$ cat src/rtl/if_id_fetch_stage_pkg.sv
// Shared constants and helpers for the instruction-fetch stage and its IF/ID register.
package if_id_fetch_stage_pkg;

   localparam int unsigned W = 32;
   localparam logic [W-1:0] RESET_PC = 32'h0000_0000;
   localparam logic [W-1:0] NOP      = 32'h0000_0000;
   localparam logic [W-1:0] PC_INC   = 32'd4;

   // Branch/jump targets are word addresses; the two byte-offset bits are dropped.
   function automatic logic [W-1:0] align_word(input logic [W-1:0] addr);
      return {addr[W-1:2], 2'b00};
   endfunction

endpackage

$ cat src/rtl/if_id_fetch_stage_if.sv
// Handshake bundle between the fetch stage and the rest of the core (hazard unit, ID, imem).
interface if_id_fetch_stage_if;
   import if_id_fetch_stage_pkg::*;

   logic         stall;
   logic         flush;
   logic         redirect;
   logic [W-1:0] redirect_target;
   logic [W-1:0] imem_addr;
   logic [W-1:0] imem_data;
   logic [W-1:0] pc;
   logic [W-1:0] if_id_instr;
   logic [W-1:0] if_id_pc4;
   logic         if_id_valid;

   modport master (
      output stall, flush, redirect, redirect_target, imem_data,
      input  imem_addr, pc, if_id_instr, if_id_pc4, if_id_valid
   );

   modport slave (
      input  stall, flush, redirect, redirect_target, imem_data,
      output imem_addr, pc, if_id_instr, if_id_pc4, if_id_valid
   );

endinterface

$ cat src/rtl/if_id_fetch_stage_pipe_reg_en.sv
// N-bit pipeline register with load enable and synchronous clear to a fixed value.
module if_id_fetch_stage_pipe_reg_en #(
   parameter int unsigned     N       = 32,
   parameter logic [N-1:0]    CLR_VAL = '0
) (
   input  logic         clk,
   input  logic         clr,
   input  logic         en,
   input  logic [N-1:0] d,
   output logic [N-1:0] q
);

   // Clear dominates enable so reset/flush always win over a stall hold.
   always_ff @(posedge clk) begin
      if (clr) begin
         q <= CLR_VAL;
      end else if (en) begin
         q <= d;
      end
   end

endmodule

$ cat src/rtl/if_id_fetch_stage.sv
// Fetch stage: PC register driving imem, plus the IF/ID register feeding decode.
module if_id_fetch_stage
   import if_id_fetch_stage_pkg::*;
(
   input  logic               clk,
   input  logic               reset,
   if_id_fetch_stage_if.slave bus
);

   logic [W-1:0] pc_q;
   logic [W-1:0] pc_plus4;
   logic [W-1:0] pc_d;
   logic         pc_en;
   logic         ifid_clr;
   logic         ifid_en;

   // One adder serves both the sequential PC and the latched PC+4.
   assign pc_plus4 = pc_q + PC_INC;
   assign pc_d     = bus.redirect ? align_word(bus.redirect_target) : pc_plus4;
   assign pc_en    = !bus.stall || bus.redirect;
   assign ifid_clr = reset || bus.flush;
   assign ifid_en  = !bus.stall;

   assign bus.pc        = pc_q;
   assign bus.imem_addr = pc_q;

   if_id_fetch_stage_pipe_reg_en #(.N(W), .CLR_VAL(RESET_PC)) u_pc (
      .clk (clk),
      .clr (reset),
      .en  (pc_en),
      .d   (pc_d),
      .q   (pc_q)
   );

   if_id_fetch_stage_pipe_reg_en #(.N(W), .CLR_VAL(NOP)) u_if_id_instr (
      .clk (clk),
      .clr (ifid_clr),
      .en  (ifid_en),
      .d   (bus.imem_data),
      .q   (bus.if_id_instr)
   );

   if_id_fetch_stage_pipe_reg_en #(.N(W), .CLR_VAL('0)) u_if_id_pc4 (
      .clk (clk),
      .clr (ifid_clr),
      .en  (ifid_en),
      .d   (pc_plus4),
      .q   (bus.if_id_pc4)
   );

   if_id_fetch_stage_pipe_reg_en #(.N(1), .CLR_VAL(1'b0)) u_if_id_valid (
      .clk (clk),
      .clr (ifid_clr),
      .en  (ifid_en),
      .d   (1'b1),
      .q   (bus.if_id_valid)
   );

endmodule

$ cat src/flat_wrapper.sv
// flat-port wrapper written by rule: the top's interface ports become plain ports
module if_id_fetch_stage_flat import if_id_fetch_stage_pkg::*;
  (clk, reset, bus_stall, bus_flush, bus_redirect, bus_redirect_target, bus_imem_data, bus_imem_addr, bus_pc, bus_if_id_instr, bus_if_id_pc4, bus_if_id_valid);
  if_id_fetch_stage_if bus_i ();
  input  logic clk;
  input  logic reset;
  input wire logic [$bits(bus_i.stall)-1:0] bus_stall;
  input wire logic [$bits(bus_i.flush)-1:0] bus_flush;
  input wire logic [$bits(bus_i.redirect)-1:0] bus_redirect;
  input wire logic [$bits(bus_i.redirect_target)-1:0] bus_redirect_target;
  input wire logic [$bits(bus_i.imem_data)-1:0] bus_imem_data;
  output wire logic [$bits(bus_i.imem_addr)-1:0] bus_imem_addr;
  output wire logic [$bits(bus_i.pc)-1:0] bus_pc;
  output wire logic [$bits(bus_i.if_id_instr)-1:0] bus_if_id_instr;
  output wire logic [$bits(bus_i.if_id_pc4)-1:0] bus_if_id_pc4;
  output wire logic [$bits(bus_i.if_id_valid)-1:0] bus_if_id_valid;
  assign bus_i.stall = bus_stall;
  assign bus_i.flush = bus_flush;
  assign bus_i.redirect = bus_redirect;
  assign bus_i.redirect_target = bus_redirect_target;
  assign bus_i.imem_data = bus_imem_data;
  assign bus_imem_addr = bus_i.imem_addr;
  assign bus_pc = bus_i.pc;
  assign bus_if_id_instr = bus_i.if_id_instr;
  assign bus_if_id_pc4 = bus_i.if_id_pc4;
  assign bus_if_id_valid = bus_i.if_id_valid;
  if_id_fetch_stage u_core (.clk(clk), .reset(reset), .bus(bus_i));
endmodule
$ cat config.mk
export PLATFORM = sky130hd
export DESIGN_NAME = if_id_fetch_stage_flat
export DESIGN_NICKNAME = d
export VERILOG_FILES = /design/src/rtl/if_id_fetch_stage_pkg.sv /design/src/rtl/if_id_fetch_stage_if.sv /design/src/rtl/if_id_fetch_stage_pipe_reg_en.sv /design/src/rtl/if_id_fetch_stage.sv /design/src/flat_wrapper.sv
export SDC_FILE = /design/constraint.sdc
export NUM_CORES = 1
export LEC_CHECK = 0
export BUFFER_PORTS_ARGS = -buffer_cell sky130_fd_sc_hd__buf_2
export CAP_MARGIN = 10
export CORE_AREA = 2 2 85 149
export CTS_CLUSTER_DIAMETER = 120
export DETAILED_ROUTE_END_ITERATION = 10
export DIE_AREA = 0 0 87 151
export GPL_TIMING_DRIVEN = 0
export PLACE_DENSITY_LB_ADDON = 0.12
export SYNTH_ARGS = -nofsm -noshare
export SYNTH_HDL_FRONTEND = slang
export SYNTH_SLANG_ARGS = --single-unit
$ cat constraint.sdc
create_clock -name clk -period 5.79 [get_ports clk]
set_clock_uncertainty 0.05 [all_clocks]
set_input_delay 0.579 -clock clk [delete_from_list [all_inputs] [get_ports clk]]
set_output_delay 0.579 -clock clk [all_outputs]
set_load 0.05 [all_outputs]
==> impl_metrics.yaml, run 1 <==
global_route:
  grt_use_met3: 0.0436
  antenna_found_initial: 0
  top_usage_layer: "met2"
  grtUsageMet2: 0.389
  met1_usage: 0.219
  grt_pass1_vias: 4215
  track_usage: 0.208
  grt_pass1_wl_mm: 20.8
  grt_start_max_net_pins: 17
  gr-total-overflow: 0
power:
  p_seq_frac: 0.430
  p_leak_nw: 3.01
  power_switching_w: 0.000546
  intPower_w: 0.00107
  switching_share: 0.337
  clkPwrFrac: 0.344
  power_density_nw_per_um2: 265
  combPwrFrac: 0.226
  vdd_drop_max_mv: 0.148
worst_setup_path:
  start_kind: "flip-flop"
  crit_buf_inv: 1
  crit_family: "simple AND/OR/NAND/NOR gates"
  slowest_stage: "nor4_1"
  path_class: "flip-flop to flip-flop"
  endpoint_kind: "flip-flop"
  cp.arrival_ns: 2.79
  cp_max_fo: 8
  cpPeakStageDelay_ns: 0.70
  cp_data_required_time_ns: 5.98
  crit_chain: "ha_1, nand2b_1, nor4_1, buf_2, nand4_1, xnor2_1, o21a_1"
synth:
  synthCells: 557
  seq_area_frac_synth: 0.397
  synth.avg_cell_area_um2: 8.42
  syn_area_um2: 4690
  yosysWarnings: 0
  ys_ff_latch: 93
  synth_cell_types: 35
cts:
  cts_sinks: 93
  cts_resized: 0
  cts_tree: "done"
  clk-insertion-delay-late_ns: 0.35
  h-tree-depth: 3
  clk_pin_slew_worst_paths_ns: 0.07
  cts-root-buf: "clkbuf_16"
  ctsHoldBuffers: 0
  clockBufferDepth: 2
  post_cts_buffers: 0
  cts_made_buffers: 9
sta:
  worst_pin_slew_ns: 1.13
  setup_ws_ns: 3.20
  max_freq_mhz: 386
  setup_tns_ns: 0
  slew_headroom: 0.243
  drv_slew: 0
  finalHoldViolCount: 0
  post-route-period-util: 0.448
  setup_violations: 0
  rsz0062_at_grt: "false"
  min_period_ns: 2.59
job:
  cap_viol_max_count: 0
routing:
  drc: 0
  wirelength_mm: 13.7
  first_pass_iters: 4
  drtAntennaViolNets: 0
  vias_per_cell: 4.86
  vias: 4400
  drt_iter0_drc: 138
  avgRoutedWirePerCell_um: 15.2
run_status:
  status: "finished, final reports clean"
floorplan:
  die_w_um: 87
  core_um2: 11900
  dieHeight_um: 151
  die-area_um2: 13100
  start_util: 0.395
  placement_rows: 53
  pin_count: 198
placed_design:
  pre_cts_ws_ns: 2.90
  hpwl_mm: 10.8
  portBuffers: 187
  place.gp.congestion: 0.815
finish:
  drive_gt1_frac: 0.336
  fin_nets: 833
  syn2layout_area_growth_pct: 30.3
  diodes: 0
  num-fill-cells: 1204
min_path:
  hold_path_class: "flip-flop to flip-flop"
-- final cells by class --
cell class,count,area (µm²),share of cell area
clock inverter,6,47.5,0.00778
buffer,75,430,0.0704
timing repair buffer,190,953,0.156
multi-input combinational,362,2300,0.376
sequential,93,1860,0.305
clock buffer,10,229,0.0375
inverter,32,120,0.0197
tap,137,171,0.0281
-- metal layers --
layer / part of all wire / wire length, µm
met1: 0.37 / 5130
met5: 0 / 0
met2: 0.54 / 7450
met3: 0.059 / 809
met4: 0.024 / 330
-- placed cells by master (no fill, tap or decap), types with 10 or more instances in the layout --
cell and instances:
a21oi_1 43, buf_2 195, buf_4 36, clkbuf_1 26
dfxtp_1 93, inv_1 32, mux2i_1 44, nand2_1 27
nand3_1 22, nand4_1 10, nor2_1 67, o21a_1 29
xnor2_1 35, xor2_1 17
-- worst reg2reg max path, delay by kind of cell (launching register included) --
| family | cells | cell delay (ns) |
|---|---|---|
| compound gates | 1 | 0.17 |
| xor+xnor | 1 | 0.15 |
| fa+ha+maj | 1 | 0.30 |
| buf+inv | 1 | 0.30 |
| flops | 1 | 0.53 |
| simple gates | 3 | 0.98 |
-- logic make-up after synthesis --
group | count (synthesis) | synth area share
compound gates | 84 | 0.107
simple gates | 175 | 0.184
fa+ha+maj | 1 | 0.00267
other cells | 1 | 0.000799
mux | 44 | 0.0939
xor+xnor | 52 | 0.0971
buf+inv | 107 | 0.117
flops | 93 | 0.397
-- flip-flops by register name (all words and copies together), names as in the netlist --
name                    count
u_core.u_if_id_valid.q      1
u_core.u_if_id_pc4.q       30
u_core.u_if_id_instr.q     32
u_core.u_pc.q              30
-- synthesized netlist by cell type --
| library cell | count | area (µm²) |
|---|---|---|
| a21o_1 | 3 | 22.5 |
| a21oi_1 | 43 | 215 |
| a21oi_2 | 1 | 8.76 |
| and2_1 | 1 | 6.26 |
| and3_1 | 5 | 31.3 |
| and4_1 | 1 | 8.76 |
| buf_1 | 3 | 11.3 |
| buf_2 | 7 | 35.0 |
| buf_4 | 36 | 270 |
| clkbuf_1 | 25 | 93.8 |
| clkbuf_2 | 4 | 20.0 |
| conb_1 | 1 | 3.75 |
| dfxtp_1 | 93 | 1860 |
| ha_1 | 1 | 12.5 |
| inv_1 | 32 | 120 |
| mux2i_1 | 44 | 440 |
| nand2_1 | 27 | 101 |
| nand2b_1 | 4 | 25.0 |
| nand3_1 | 22 | 110 |
| nand4_1 | 10 | 62.6 |
| nand4_4 | 1 | 21.3 |
| nor2_1 | 67 | 251 |
| nor2b_1 | 9 | 56.3 |
| nor3_1 | 8 | 40.0 |
| nor3_2 | 1 | 10.0 |
| nor3b_1 | 3 | 22.5 |
| nor4_1 | 8 | 50.1 |
| nor4_2 | 2 | 25.0 |
| o21a_1 | 29 | 218 |
| o21ai_0 | 8 | 40.0 |
| or2_2 | 1 | 6.26 |
| or3_1 | 3 | 18.8 |
| or4_1 | 2 | 15.0 |
| xnor2_1 | 35 | 307 |
| xor2_1 | 17 | 149 |
-- power groups by stage --
stage                     sequential, W  combinational (W)  clock (W)
after floorplan                0.000801           0.000182          0
after global placement         0.000712           0.000365          0
after detailed placement       0.000712           0.000368          0
after CTS                      0.000698           0.000369   0.000570
after global routing           0.000701           0.000390   0.000596
final                          0.000697           0.000366   0.000557
-- metrics by stage --
stage                     hold WS [ns]  cell area (µm²)  total power (W)  cells   util
final                            0.398             6110          0.00162    905  0.515
after floorplan                  0.618             4710         0.000983    562      -
after CTS                        0.406             6100          0.00164    903  0.514
after detailed placement         0.395             5820          0.00108    887  0.490
after global placement           0.393             5820          0.00108    886  0.490
after global routing             0.413             6110          0.00169    905  0.515
-- worst paths after layout --
path                          startpoint                      to  slack, ns  depth (start not counted)
setup / recovery        u_core.u_pc.q[2]       u_core.u_pc.q[22]       3.20                          7
hold / removal    u_core.u_if_id_valid.q  u_core.u_if_id_valid.q       0.40                          2
setup reg to reg        u_core.u_pc.q[2]       u_core.u_pc.q[22]       3.20                          7
hold reg to reg   u_core.u_if_id_valid.q  u_core.u_if_id_valid.q       0.40                          2
Power figures use the tool's default switching activity.
==> inputs of run 2 (changes only) <==
clock period = 2.5 ns   (was 5.79 ns; I/O delays follow)
==> impl_metrics.yaml, run 2 (same netlist as run 1, synthesis figures left out) <==
sta:
  worst_pin_slew_ns: 0.763
  min_period_ns: 2.37
  setup_ws_ns: 0.127
  post-route-period-util: 0.949
  holdWs_ns: 0.0727
  slew_headroom: 0.487
  max_freq_mhz: 421
  drv_slew: 0
  finalHoldViolCount: 0
  setup_violations: 0
routing:
  wirelength_mm: 13.9
  avgRoutedWirePerCell_um: 15.4
  drtAntennaViolNets: 0
  drc: 0
  first_pass_iters: 4
  vias_per_cell: 4.86
  drt_iter0_drc: 193
  vias: 4393
global_route:
  grt_pass1_wl_mm: 20.7
  gr-total-overflow: 0
  grt_pass1_vias: 4246
  grt_start_max_net_pins: 19
  track_usage: 0.206
  antenna_found_initial: 0
floorplan:
  core_um2: 11900
  die_w_um: 87
  pin_count: 198
  placement_rows: 53
  start_util: 0.395
  dieHeight_um: 151
  die-area_um2: 13100
finish:
  largest_register_ffs: 32
  mostFrequentLayoutCell: "buf_2"
  fin_util: 0.519
  final_cell_mix: "buf_2, dfxtp_1, nor2_1, mux2i_1, a21oi_1"
  final_area_um2: 6160
  drive_gt1_frac: 0.346
  top_register: "u_core.u_if_id_instr.q"
  diodes: 0
  reg_top3: "u_core.u_if_id_instr.q (32), u_core.u_if_id_pc4.q (30), u_core.u_pc.q (30)"
  fin_nets: 831
  syn2layout_area_growth_pct: 31.3
worst_setup_path:
  path_class: "flip-flop to flip-flop"
  endpoint_kind: "flip-flop"
  worst-r2r-cell-count: 7
  crit_family: "simple AND/OR/NAND/NOR gates"
  cp_data_required_time_ns: 2.75
  slowest_stage: "or4_1"
  cp.depth: 7
  cpPeakStageDelay_ns: 0.51
  r2r-start: "u_core.u_pc.q[2]"
  rrSetupSlack_ns: 0.13
  crit_chain: "ha_2, inv_1, or4_1, buf_2, nor4_1, xor2_1, o21a_1"
  crit_buf_inv: 2
  r2r-end: "u_core.u_if_id_pc4.q[24]"
  cp_max_fo: 8
  start_kind: "flip-flop"
  cp.arrival_ns: 2.62
run_status:
  status: "finished, final reports clean"
min_path:
  min_to: "u_core.u_if_id_instr.q[15]"
  hold_depth: 3
  hold_path_class: "primary input to flip-flop"
  hp-start: "bus_imem_data[15]"
cts:
  h-tree-depth: 3
  cts_sinks: 93
  clk-insertion-delay-late_ns: 0.35
  clk_pin_slew_worst_paths_ns: 0.08
  cts-root-buf: "clkbuf_16"
  cts_made_buffers: 9
  clockBufferDepth: 2
  cts_tree: "done"
  post_cts_buffers: 0
job:
  cap_viol_max_count: 0
placed_design:
  pre_cts_ws_ns: -0.214
  place_area_um2: 5820
  hpwl_mm: 10.8
  portBuffers: 187
  place.gp.congestion: 0.826
power:
  p_total_w: 0.00383
  combPwrFrac: 0.222
  switching_share: 0.345
  p_leak_nw: 3.03
  p_seq_frac: 0.422
  power_density_nw_per_um2: 621
  vdd_drop_max_mv: 0.353
  intPower_w: 0.00251
  power_switching_w: 0.00132
  clkPwrFrac: 0.356
run 2: cell types whose count changed in the layout (fill, tap and decap cells not counted), sizes merged:
| cell | previous run | this run |
|---|---|---|
| inv | 33 | 37 |
| clkbuf | 41 | 38 |
| clkinv | 4 | 2 |
| clkinvlp | 1 | 0 |
run 2: metrics by stage:
stage | instances | setup TNS, ns
finish | 903 | 0
global route | 903 | -0.00159
CTS | 903 | 0
detailed placement | 887 | -0.938
global placement | 886 | -1.43
floorplan | 562 | 0
run 2: power groups by stage:
stage | combinational [W] | clock [W] | sequential (W)
after global routing | 0.000904 | 0.00145 | 0.00162
final | 0.000849 | 0.00136 | 0.00162
after floorplan | 0.000422 | 0 | 0.00185
after global placement | 0.000846 | 0 | 0.00165
after detailed placement | 0.000853 | 0 | 0.00165
after CTS | 0.000855 | 0.00139 | 0.00162
run 2: worst max-delay path by stage:
stage	from	to	slack (ns)
2_1_floorplan	u_core.u_pc.q[5]	u_core.u_if_id_pc4.q[24]	0.03
3_3_place_gp	u_core.u_pc.q[2]	u_core.u_if_id_pc4.q[16]	-0.19
3_5_place_dp	u_core.u_pc.q[2]	u_core.u_if_id_pc4.q[16]	-0.21
4_1_cts	u_core.u_pc.q[9]	u_core.u_pc.q[27]	0.04
5_1_grt	u_core.u_pc.q[10]	u_core.u_if_id_pc4.q[24]	-0.002
6_report	u_core.u_pc.q[2]	u_core.u_if_id_pc4.q[24]	0.13
run 2: worst register-to-register path, cell delays in order (launching register included):
cell and delay [ns]:
dfxtp_2 0.46, ha_2 0.26, inv_1 0.09, or4_1 0.51, buf_2 0.18, nor4_1 0.34
xor2_1 0.29, o21a_1 0.14
run 2: layer usage:
| layer | vias to the layer above | global-route usage | wire (µm) |
|---|---|---|---|
| met5 | - | 0 | 0 |
| met4 | 0 | 0.104 | 460 |
| met1 | 2021 | 0.210 | 4980 |
| li1 | 2201 | - | - |
| met2 | 145 | 0.389 | 7660 |
| met3 | 26 | 0.0360 | 793 |
run 2: final cells by class:
| class | count | area (µm²) |
|---|---|---|
| Fill cell | 1195 | 5710 |
| Clock inverter | 7 | 62.6 |
| Clock buffer | 9 | 225 |
| Tap cell | 137 | 171 |
| Multi-Input combinational cell | 362 | 2340 |
| Buffer | 75 | 430 |
| Inverter | 32 | 120 |
| Timing Repair Buffer | 188 | 941 |
| Sequential cell | 93 | 1860 |
run 2: timing repair:
item | in CTS | in global routing
setup endpoints to repair | 14 | 18
endpoints found under the hold margin | 0 | 0
hold buffers | 0 | 0
resized for setup | 2 | 6
==> inputs of run 3 (changes only) <==
clock period = 2.25 ns   (was 2.5 ns; I/O delays follow)
==> impl_metrics.yaml, run 3 (same netlist as run 1, synthesis figures left out) <==
run_status:
  status: "finished, final reports clean"
cts:
  cts_made_buffers: 9
  cts-root-buf: "clkbuf_16"
  h-tree-depth: 3
  ctsHoldBuffers: 0
  clk_pin_slew_worst_paths_ns: 0.07
  cts_sinks: 93
  cts_tree: "done"
  clk-insertion-delay-late_ns: 0.34
  clockBufferDepth: 2
floorplan:
  die-area_um2: 13100
  start_util: 0.395
  pin_count: 198
  core_um2: 11900
  dieHeight_um: 151
  placement_rows: 53
  die_w_um: 87
power:
  p_total_w: 0.00424
  p_seq_frac: 0.427
  clkPwrFrac: 0.353
  p_leak_nw: 3.16
  intPower_w: 0.00279
  vdd_drop_max_mv: 0.446
  switching_share: 0.343
  power_switching_w: 0.00145
  power_density_nw_per_um2: 669
  combPwrFrac: 0.220
worst_setup_path:
  cp.arrival_ns: 2.40
  r2r-end: "u_core.u_if_id_pc4.q[18]"
  cp-endpoint: "u_core.u_if_id_pc4.q[18]"
  cp-startpoint: "u_core.u_pc.q[3]"
  cp_max_fo: 8
  start_kind: "flip-flop"
  cp_data_required_time_ns: 2.48
  endpoint_kind: "flip-flop"
  path_class: "flip-flop to flip-flop"
  r2r-start: "u_core.u_pc.q[3]"
  rrSetupSlack_ns: 0.08
  worst-r2r-cell-count: 7
global_route:
  grt_use_met3: 0.0447
  antenna_found_initial: 0
  gr-total-overflow: 0
  top_usage_layer: "met2"
  grt_pass1_vias: 4246
  grt_start_max_net_pins: 19
  grtUsageMet2: 0.396
  track_usage: 0.208
  met1_usage: 0.205
  grt_pass1_wl_mm: 21.0
finish:
  mostFrequentLayoutCell: "buf_2"
  final_cell_mix: "buf_2, dfxtp_1, nor2_1, buf_4, mux2i_1"
  diodes: 0
  largest_register_ffs: 32
  reg_top3: "u_core.u_if_id_instr.q (32), u_core.u_if_id_pc4.q (30), u_core.u_pc.q (30)"
  syn2layout_area_growth_pct: 34.9
  drive_gt1_frac: 0.371
  top_register: "u_core.u_if_id_instr.q"
  fin_nets: 839
min_path:
  hold_path_class: "primary input to flip-flop"
  hold_depth: 3
sta:
  min_period_ns: 2.17
  post-route-period-util: 0.965
  worst_pin_slew_ns: 0.693
  setup_violations: 0
  rsz0062_at_grt: "false"
  setup_ws_ns: 0.0782
  max_freq_mhz: 460
  drv_slew: 0
  holdWs_ns: 0.0553
  slew_headroom: 0.536
  finalHoldViolCount: 0
job:
  cap_viol_max_count: 0
placed_design:
  portBuffers: 187
  place.gp.congestion: 0.848
  pre_cts_ws_ns: -0.457
  hpwl_mm: 10.9
routing:
  vias_per_cell: 4.89
  drtAntennaViolNets: 0
  first_pass_iters: 4
  wirelength_mm: 14.0
  vias: 4456
  avgRoutedWirePerCell_um: 15.4
  drt_iter0_drc: 129
  drc: 0
## run 3: cell count changes in the layout (fill, tap and decap cells not counted), sizes merged
cell,previous run,this run
buf,234,246
clkbuf,38,34
clkinv,2,4
inv,37,35
## run 3: critical path, stage by stage, from the launching register on
cell and delay [ns]:
dfxtp_4 0.40, ha_4 0.16, inv_1 0.10, or4_1 0.52
buf_4 0.19, or3_1 0.35, a21o_1 0.22, a21oi_2 0.13
## run 3: stage by stage
| step | cell area, µm² | setup TNS [ns] | util | cells |
|---|---|---|---|---|
| final | 6330 | 0 | 0.533 | 911 |
| after global routing | 6330 | 0 | 0.533 | 911 |
| after CTS | 6230 | -0.0152 | 0.525 | 903 |
| after detailed placement | 5870 | -2.81 | 0.494 | 887 |
| after global placement | 5860 | -4.34 | 0.494 | 886 |
| after floorplan | 4760 | 0 | - | 562 |
## run 3: layout make-up
cell class | count | area, µm²
Buffer | 69 | 404
Clock buffer | 9 | 225
Clock inverter | 7 | 67.6
Fill cell | 1190 | 5540
Inverter | 32 | 120
Multi-Input combinational cell | 362 | 2410
Sequential cell | 93 | 1890
Tap cell | 137 | 171
Timing Repair Buffer | 202 | 1050
## run 3: power groups by stage
stage / clock, W / sequential (W) / combinational, W
floorplan: 0 / 0.00206 / 0.000469
global placement: 0 / 0.00183 / 0.000941
detailed placement: 0 / 0.00183 / 0.000948
CTS: 0.00152 / 0.00180 / 0.000952
global route: 0.00159 / 0.00182 / 0.000994
finish: 0.00150 / 0.00181 / 0.000932
## run 3: what timing repair did
item                                    CTS  global route
endpoints found under the setup margin   17            21
buffers inserted                          2            12
pin swaps                                 4             6
resized for setup                         9             5
## run 3: how the worst min path moves through the flow
| stage | startpoint | end | slack (ns) |
|---|---|---|---|
| after floorplan | bus_redirect_target[14] | u_core.u_pc.q[14] | 0.31 |
| after global placement | u_core.u_if_id_valid.q | u_core.u_if_id_valid.q | 0.39 |
| after detailed placement | u_core.u_if_id_valid.q | u_core.u_if_id_valid.q | 0.40 |
| after CTS | bus_imem_data[16] | u_core.u_if_id_instr.q[16] | 0.05 |
| after global routing | bus_imem_data[25] | u_core.u_if_id_instr.q[25] | 0.06 |
| final | bus_imem_data[16] | u_core.u_if_id_instr.q[16] | 0.06 |
## run 3: routing by layer
layer	routed length, µm	part of all wire
met1	5000	0.36
met2	7680	0.55
met3	781	0.056
met4	556	0.040
met5	0	0
